===== src/rtl/hf_conf_sequencer_if.sv =====
// ARM-facing SPI lines plus the configuration outputs of hf_conf_sequencer.
interface hf_conf_sequencer_if;
  logic       spck;
  logic       mosi;
  logic       ncs;
  logic       miso;
  logic [7:0] conf_word;
  logic [2:0] major_mode;
  logic       switching;
  logic       cmd_err;

  modport master (
    output spck, mosi, ncs,
    input  miso, conf_word, major_mode, switching, cmd_err
  );

  modport slave (
    input  spck, mosi, ncs,
    output miso, conf_word, major_mode, switching, cmd_err
  );
endinterface


===== src/rtl/hf_conf_sequencer.sv =====
// Clocked SPI configuration receiver with a glitch-free major-mode guard interval.
// Optional readback of the active word on miso when HF_CONF_READBACK_EN is defined.
module hf_conf_sequencer #(
  parameter int unsigned GUARD_CYCLES    = 64,
  parameter logic [3:0]  CMD_SET_CONFREG = 4'b0001
) (
  input  logic               ck_1356meg,
  input  logic               reset,
  hf_conf_sequencer_if.slave spi
);

  localparam logic [7:0] GuardLoad = 8'(GUARD_CYCLES - 1);

  typedef enum logic [0:0] {StIdle, StGuard} state_e;

  // [0] first stage, [1] synchronised value, [2] previous synchronised value
  logic [2:0]  spck_q;
  logic [2:0]  ncs_q;
  logic [1:0]  mosi_q;
  logic [15:0] shift_q;
  logic [4:0]  bit_cnt_q;

  state_e      state_q;
  logic [7:0]  conf_q;
  logic [7:0]  pending_q;
  logic [7:0]  guard_q;
  logic [2:0]  major_q;
  logic        switching_q;
  logic        cmd_err_q;

  logic spck_rise, ncs_fall, ncs_rise, ncs_s;
  logic frame_ok, frame_err;
  logic [7:0] new_word;

  assign ncs_s     = ncs_q[1];
  assign spck_rise = spck_q[1] & ~spck_q[2];
  assign ncs_fall  = ~ncs_q[1] & ncs_q[2];
  assign ncs_rise  = ncs_q[1] & ~ncs_q[2];
  assign new_word  = shift_q[7:0];
  assign frame_ok  = ncs_rise && (bit_cnt_q == 5'd16) && (shift_q[15:12] == CMD_SET_CONFREG);
  assign frame_err = ncs_rise && !frame_ok;

  // ncs flops reset high so an idle-high chip select does not look like a frame end.
  always_ff @(posedge ck_1356meg or posedge reset) begin
    if (reset) begin
      spck_q <= 3'b000;
      ncs_q  <= 3'b111;
      mosi_q <= 2'b00;
    end else begin
      spck_q <= {spck_q[1:0], spi.spck};
      ncs_q  <= {ncs_q[1:0], spi.ncs};
      mosi_q <= {mosi_q[0], spi.mosi};
    end
  end

  always_ff @(posedge ck_1356meg or posedge reset) begin
    if (reset) begin
      shift_q   <= 16'h0000;
      bit_cnt_q <= 5'd0;
    end else if (ncs_fall) begin
      bit_cnt_q <= 5'd0;
    end else if (spck_rise && !ncs_s) begin
      shift_q   <= {shift_q[14:0], mosi_q[1]};
      bit_cnt_q <= (bit_cnt_q == 5'd31) ? bit_cnt_q : bit_cnt_q + 5'd1;
    end
  end

  always_ff @(posedge ck_1356meg or posedge reset) begin
    if (reset) begin
      state_q     <= StIdle;
      conf_q      <= 8'hE0;
      pending_q   <= 8'h00;
      guard_q     <= 8'd0;
      major_q     <= 3'b111;
      switching_q <= 1'b0;
      cmd_err_q   <= 1'b0;
    end else begin
      cmd_err_q <= frame_err;
      case (state_q)
        StIdle: begin
          if (frame_ok) begin
            if (new_word[7:5] == conf_q[7:5]) begin
              conf_q <= new_word;
            end else begin
              pending_q   <= new_word;
              guard_q     <= GuardLoad;
              major_q     <= 3'b111;
              switching_q <= 1'b1;
              state_q     <= StGuard;
            end
          end
        end
        StGuard: begin
          // A fresh frame restarts the whole guard, even if it returns to the old mode.
          if (frame_ok) begin
            pending_q <= new_word;
            guard_q   <= GuardLoad;
          end else if (guard_q == 8'd0) begin
            conf_q      <= pending_q;
            major_q     <= pending_q[7:5];
            switching_q <= 1'b0;
            state_q     <= StIdle;
          end else begin
            guard_q <= guard_q - 8'd1;
          end
        end
        default: state_q <= StIdle;
      endcase
    end
  end

  assign spi.conf_word  = conf_q;
  assign spi.major_mode = major_q;
  assign spi.switching  = switching_q;
  assign spi.cmd_err    = cmd_err_q;

`ifdef HF_CONF_READBACK_EN
  logic        spck_fall;
  logic [15:0] rb_load;
  logic [15:0] rb_q;
  logic        miso_q;

  assign spck_fall = ~spck_q[1] & spck_q[2];
  assign rb_load   = {4'b0001, 4'b0000, conf_q};

  // MSB is presented at frame start so it is valid before the first spck rise.
  always_ff @(posedge ck_1356meg or posedge reset) begin
    if (reset) begin
      rb_q   <= 16'h0000;
      miso_q <= 1'b0;
    end else if (ncs_fall) begin
      miso_q <= rb_load[15];
      rb_q   <= {rb_load[14:0], 1'b0};
    end else if (ncs_s) begin
      miso_q <= 1'b0;
    end else if (spck_fall) begin
      miso_q <= rb_q[15];
      rb_q   <= {rb_q[14:0], 1'b0};
    end
  end

  assign spi.miso = miso_q;
`else
  assign spi.miso = 1'b0;
`endif

endmodule


===== src/flat_wrapper.sv =====
// flat-port wrapper written by rule: the top's interface ports become plain ports
module hf_conf_sequencer_flat 
#(
  parameter int unsigned GUARD_CYCLES    = 64,
  parameter logic [3:0]  CMD_SET_CONFREG = 4'b0001
)
  (ck_1356meg, reset, spi_spck, spi_mosi, spi_ncs, spi_miso, spi_conf_word, spi_major_mode, spi_switching, spi_cmd_err);
  hf_conf_sequencer_if spi_i ();
  input  logic ck_1356meg;
  input  logic reset;
  input wire logic [$bits(spi_i.spck)-1:0] spi_spck;
  input wire logic [$bits(spi_i.mosi)-1:0] spi_mosi;
  input wire logic [$bits(spi_i.ncs)-1:0] spi_ncs;
  output wire logic [$bits(spi_i.miso)-1:0] spi_miso;
  output wire logic [$bits(spi_i.conf_word)-1:0] spi_conf_word;
  output wire logic [$bits(spi_i.major_mode)-1:0] spi_major_mode;
  output wire logic [$bits(spi_i.switching)-1:0] spi_switching;
  output wire logic [$bits(spi_i.cmd_err)-1:0] spi_cmd_err;
  assign spi_i.spck = spi_spck;
  assign spi_i.mosi = spi_mosi;
  assign spi_i.ncs = spi_ncs;
  assign spi_miso = spi_i.miso;
  assign spi_conf_word = spi_i.conf_word;
  assign spi_major_mode = spi_i.major_mode;
  assign spi_switching = spi_i.switching;
  assign spi_cmd_err = spi_i.cmd_err;
  hf_conf_sequencer #(.GUARD_CYCLES(GUARD_CYCLES), .CMD_SET_CONFREG(CMD_SET_CONFREG)) u_core (.ck_1356meg(ck_1356meg), .reset(reset), .spi(spi_i));
endmodule

===== config.mk =====
export PLATFORM = sky130hd
export DESIGN_NAME = hf_conf_sequencer_flat
export DESIGN_NICKNAME = d
export VERILOG_FILES = /design/src/rtl/hf_conf_sequencer_if.sv /design/src/rtl/hf_conf_sequencer.sv /design/src/flat_wrapper.sv
export SDC_FILE = /design/constraint.sdc
export NUM_CORES = 1
export LEC_CHECK = 0
export ABC_AREA = 1
export CAP_MARGIN = 20
export CORE_AREA = 2 2 87 89
export DETAILED_ROUTE_END_ITERATION = 16
export DIE_AREA = 0 0 89 91
export GPL_TIMING_DRIVEN = 0
export PLACE_DENSITY = 0.64
export SYNTH_ARGS = -nofsm -noshare
export SYNTH_HDL_FRONTEND = slang
export SYNTH_SLANG_ARGS = --single-unit

===== constraint.sdc =====
create_clock -name ck_1356meg -period 4.1 [get_ports ck_1356meg]
set_input_delay 0.82 -clock ck_1356meg [delete_from_list [all_inputs] [get_ports ck_1356meg]]
set_output_delay 0.82 -clock ck_1356meg [all_outputs]
set_load 0.05 [all_outputs]

==> results by group <==
Final layout
  • Commonest non-fill, non-tap cell in the layout: nand2_1
  • Fraction of layout cells with a size suffix above 1: 15.45%
  • ANT cells: 0
  • Area of the multi-input gates: 0.001102 mm^2
  • Fill count: 717
  • Final Core Density: between 40% and 50%
  • Most frequent cells in the layout: 89 x nand2_1, 50 x dfrtp_1, 35 x o21ai_0, 33 x inv_1, 26 x nor2_1
  • Reg area: 0.001488 mm^2
  • Synth-to-Final Area Change: 18.84%
  • Nets: about 360

Power and ir drop
  • Share of power burned in registers: about 49%
  • Pleak: 1.581 nW
  • Pwr dens: 404.8 mW/mm^2
  • Int Pwr: 1.006 mW
  • Switching share of power: between 20% and 30%
  • Clock Power Share: ~40%
  • Net Sw Power: between 0.3 and 0.4 mW
  • Design Power: 1.345 mW
  • Share of total power in combinational logic: a little over a tenth
  • Peak VDD IR: between 200 and 250 uV

Min path
  • Hold path cells: 0
  • Hold Path Class: flip-flop to flip-flop

Placement
  • Port Buffers: 17
  • GP Congestion: approximately 0.84
  • DP Wirelength: 3664 um

Route
  • # DRC: 0
  • WL final: 5078 um
  • Vias/cell: about 4.7
  • Drt first-iter violations: between 100 and 150
  • Detailed Routing Iterations Pass 1: 4
  • Via count: approximately 2100
  • Routed wire length per instance: roughly 11 um
  • Detail Route Antenna Nets: 0

Synthesis
  • Area leader, netlist: dfrtp_1
  • Xor and xnor area share after synthesis: less than 1%
  • Synth Area in Adders: about 3.1%
  • FF+latch count, synth: 59
  • Post-synthesis average cell area: 8.685 um^2
  • Cells after Synth: around 320
  • Area contributors post-synth: dfrtp_1 45%, nand2_1 12%, dfstp_2 8.5%
  • Simple logic cell fraction of the synthesized area: about a quarter
  • Synthesized area: approximately 0.0028 mm^2
  • Seq/Total Area, Yosys: between 50% and 60%
  • Yosys cell types: 29
  • Mapped Nets: 334
  • Area fraction of the dominant cell type after synthesis: between 40% and 50%
  • Largest family of logic cells by synthesized area: simple AND/OR/NAND/NOR gates
  • Compound-gate portion of the synthesized area: between 9 and 10%
  • Post-synthesis mux area share: 0.4027%
  • Synth warn: 0

Critical path
  • Slowest cell on crit path: clkdlybuf4s50_1
  • Crit Path Class: flip-flop to output port
  • CP Launch Type: flip-flop
  • FF-to-FF path depth: 11
  • Critical path depth in cells: 1
  • Setup crit end kind: output port
  • WP buf/inv: 1
  • Crit-path max cell delay: 0.81 ns
  • CP arrival: approximately 1.7 ns
  • Crit Path Max Fanout: 4
  • CP delay by family, top: buffers and inverters
  • Worst EP required: 3.28 ns
  • Critical path, cell by cell: clkdlybuf4s50_1

Run status
  • Status: complete, no violations

Floorplan
  • IO Count: 19
  • Die Span Y: roughly 91 um
  • Core ar.: between 0.007 and 0.008 mm^2
  • Die W: slightly below 90 um
  • # rows: 31
  • Die ar.: ~0.0081 mm^2
  • Initial Util: between 30% and 40%

Clocking
  • Clk Latency, worst-skew pair: 0.34 ns
  • CTS Hold Bufs: 0
  • Setup Fix Bufs, Post-CTS: 0
  • H-tree lvl count: 3
  • Clock tree from TritonCTS: done
  • Clock sink count: slightly below 60
  • CTS Buffer Depth: 2
  • Clock-pin slew on the worst setup and hold paths: around 0.070 ns
  • # resized after CTS: 0
  • Clock Tree Root: clkbuf_8
  • CTS Buf Count: 9

Global route
  • Total GRT Usage: 14.64%
  • Initial antenna violation count: 0
  • Global route total overflow: 0
  • Largest net degree at the start of global routing: 31
  • First-pass GRT wire length: 9101 um
  • Vias in the first global route: approximately 2000

STA
  • Minimum clock period: approximately 2.5 ns
  • Fin. Hold Viols: 0
  • Final setup vio count: 0
  • Slew @ Worst Pin: approximately 0.63 ns
  • Period utilization: between 60% and 70%
  • Maximum clock rate: a little under 400 MHz
  • Worst slew margin: 57.99%
  • Setup tns final: 0 ns
  • Clk_skew: about 0.0076 ns
  • Max Slew Vio Count: 0
  • Hold Slack: between 0.3 and 0.4 ns
  • RSZ-0062 raised after global routing: no

Flow run
  • Max Cap Viol: 0
## power groups by stage
stage	logic, mW	clock network [mW]	registers, mW
after global routing	0.167	0.595	0.659
after CTS	0.144	0.569	0.654
final	0.141	0.551	0.653
after detailed placement	0.143	0	0.664
after floorplan	0.107	0	0.660
after global placement	0.137	0	0.663
## final timing paths
check,from,slack (ns),end
min in group asynchronous,reset,0.88,u_core.bit_cnt_q[1]
max in group asynchronous,reset,2.57,u_core.spi.major_mode[1]
worst max-delay path,u_core.spi.conf_word[5],1.57,spi_conf_word[5]
worst max register to register,u_core.bit_cnt_q[0],2.12,u_core.pending_q[4]
worst min register to register,u_core.spck_q[0],0.35,u_core.spck_q[1]
worst min-delay path,u_core.spck_q[0],0.35,u_core.spck_q[1]
## cell usage after synthesis (all sizes together)
cell and number:
clkbuf 4, inv 36, nand4 5, mux2 1, ha 7, or2 1, nand3 25, conb 1
nor3b 1, nor2 30, buf 5, dfstp 9, xor2 2, nand2 96, a21oi 9, dfrtp 50
o21ai 40
## metrics by stage
step | cell area (um^2) | setup slack, ns | instances
finish | 3323 | 1.573 | 455
global route | 3323 | 1.523 | 455
CTS | 3323 | 1.548 | 455
detailed placement | 3110 | 1.931 | 439
global placement | 3090 | 0.7548 | 438
floorplan | 2796 | 1.839 | 322
## cell families (layout without fill, tap and decap cells)
family                     Yosys count  in the layout
and+or+nand+nor                    158            158
AOI/OAI and AO/OA                   49             49
adders and majority gates            7              7
muxes                                1              1
other                                1              1
buffers and inverters               45             79
DFF                                 59             59
xor gates and xnor gates             2              2
## worst reg2reg max path: stages, from the launching register on
cell,delay [ns]
dfrtp_1,0.39
inv_1,0.09
ha_1,0.21
nand2_1,0.08
nor2_2,0.14
nand3_2,0.18
ha_1,0.23
nor2_1,0.18
nand2_4,0.10
buf_6,0.15
nand2_1,0.05
o21ai_0,0.07
## registers in the layout (all words and copies together), names as in the netlist
| register | flops |
|---|---|
| u_core.spi.cmd_err | 1 |
| u_core.spi.conf_word | 8 |
| u_core.pending_q | 8 |
| u_core.ncs_q | 3 |
| u_core.bit_cnt_q | 5 |
| u_core.mosi_q | 2 |
| u_core.spi.major_mode | 3 |
| u_core.state_q | 1 |
| u_core.spck_q | 3 |
| u_core.guard_q | 8 |
| u_core.spi.switching | 1 |
| u_core.shift_q | 16 |
## layer usage
layer	GRT usage [%]	vias up	wire length [um]
met4	6.343	0	114
met2	21.58	31	2255
met3	4.909	11	209
li1	-	1082	-
met1	19.51	993	2497
met5	0	-	0
## cell type report
cell class,count,share of cell area [%]
clock buffer,12,4.970
inverter,36,4.066
multi-input combinational,218,33.17
tap,99,3.727
clock inverter,4,1.431
sequential,59,44.77
buffer,9,2.146
timing repair buffer,18,5.723
Note: power is estimated with default switching activity, not from simulation.
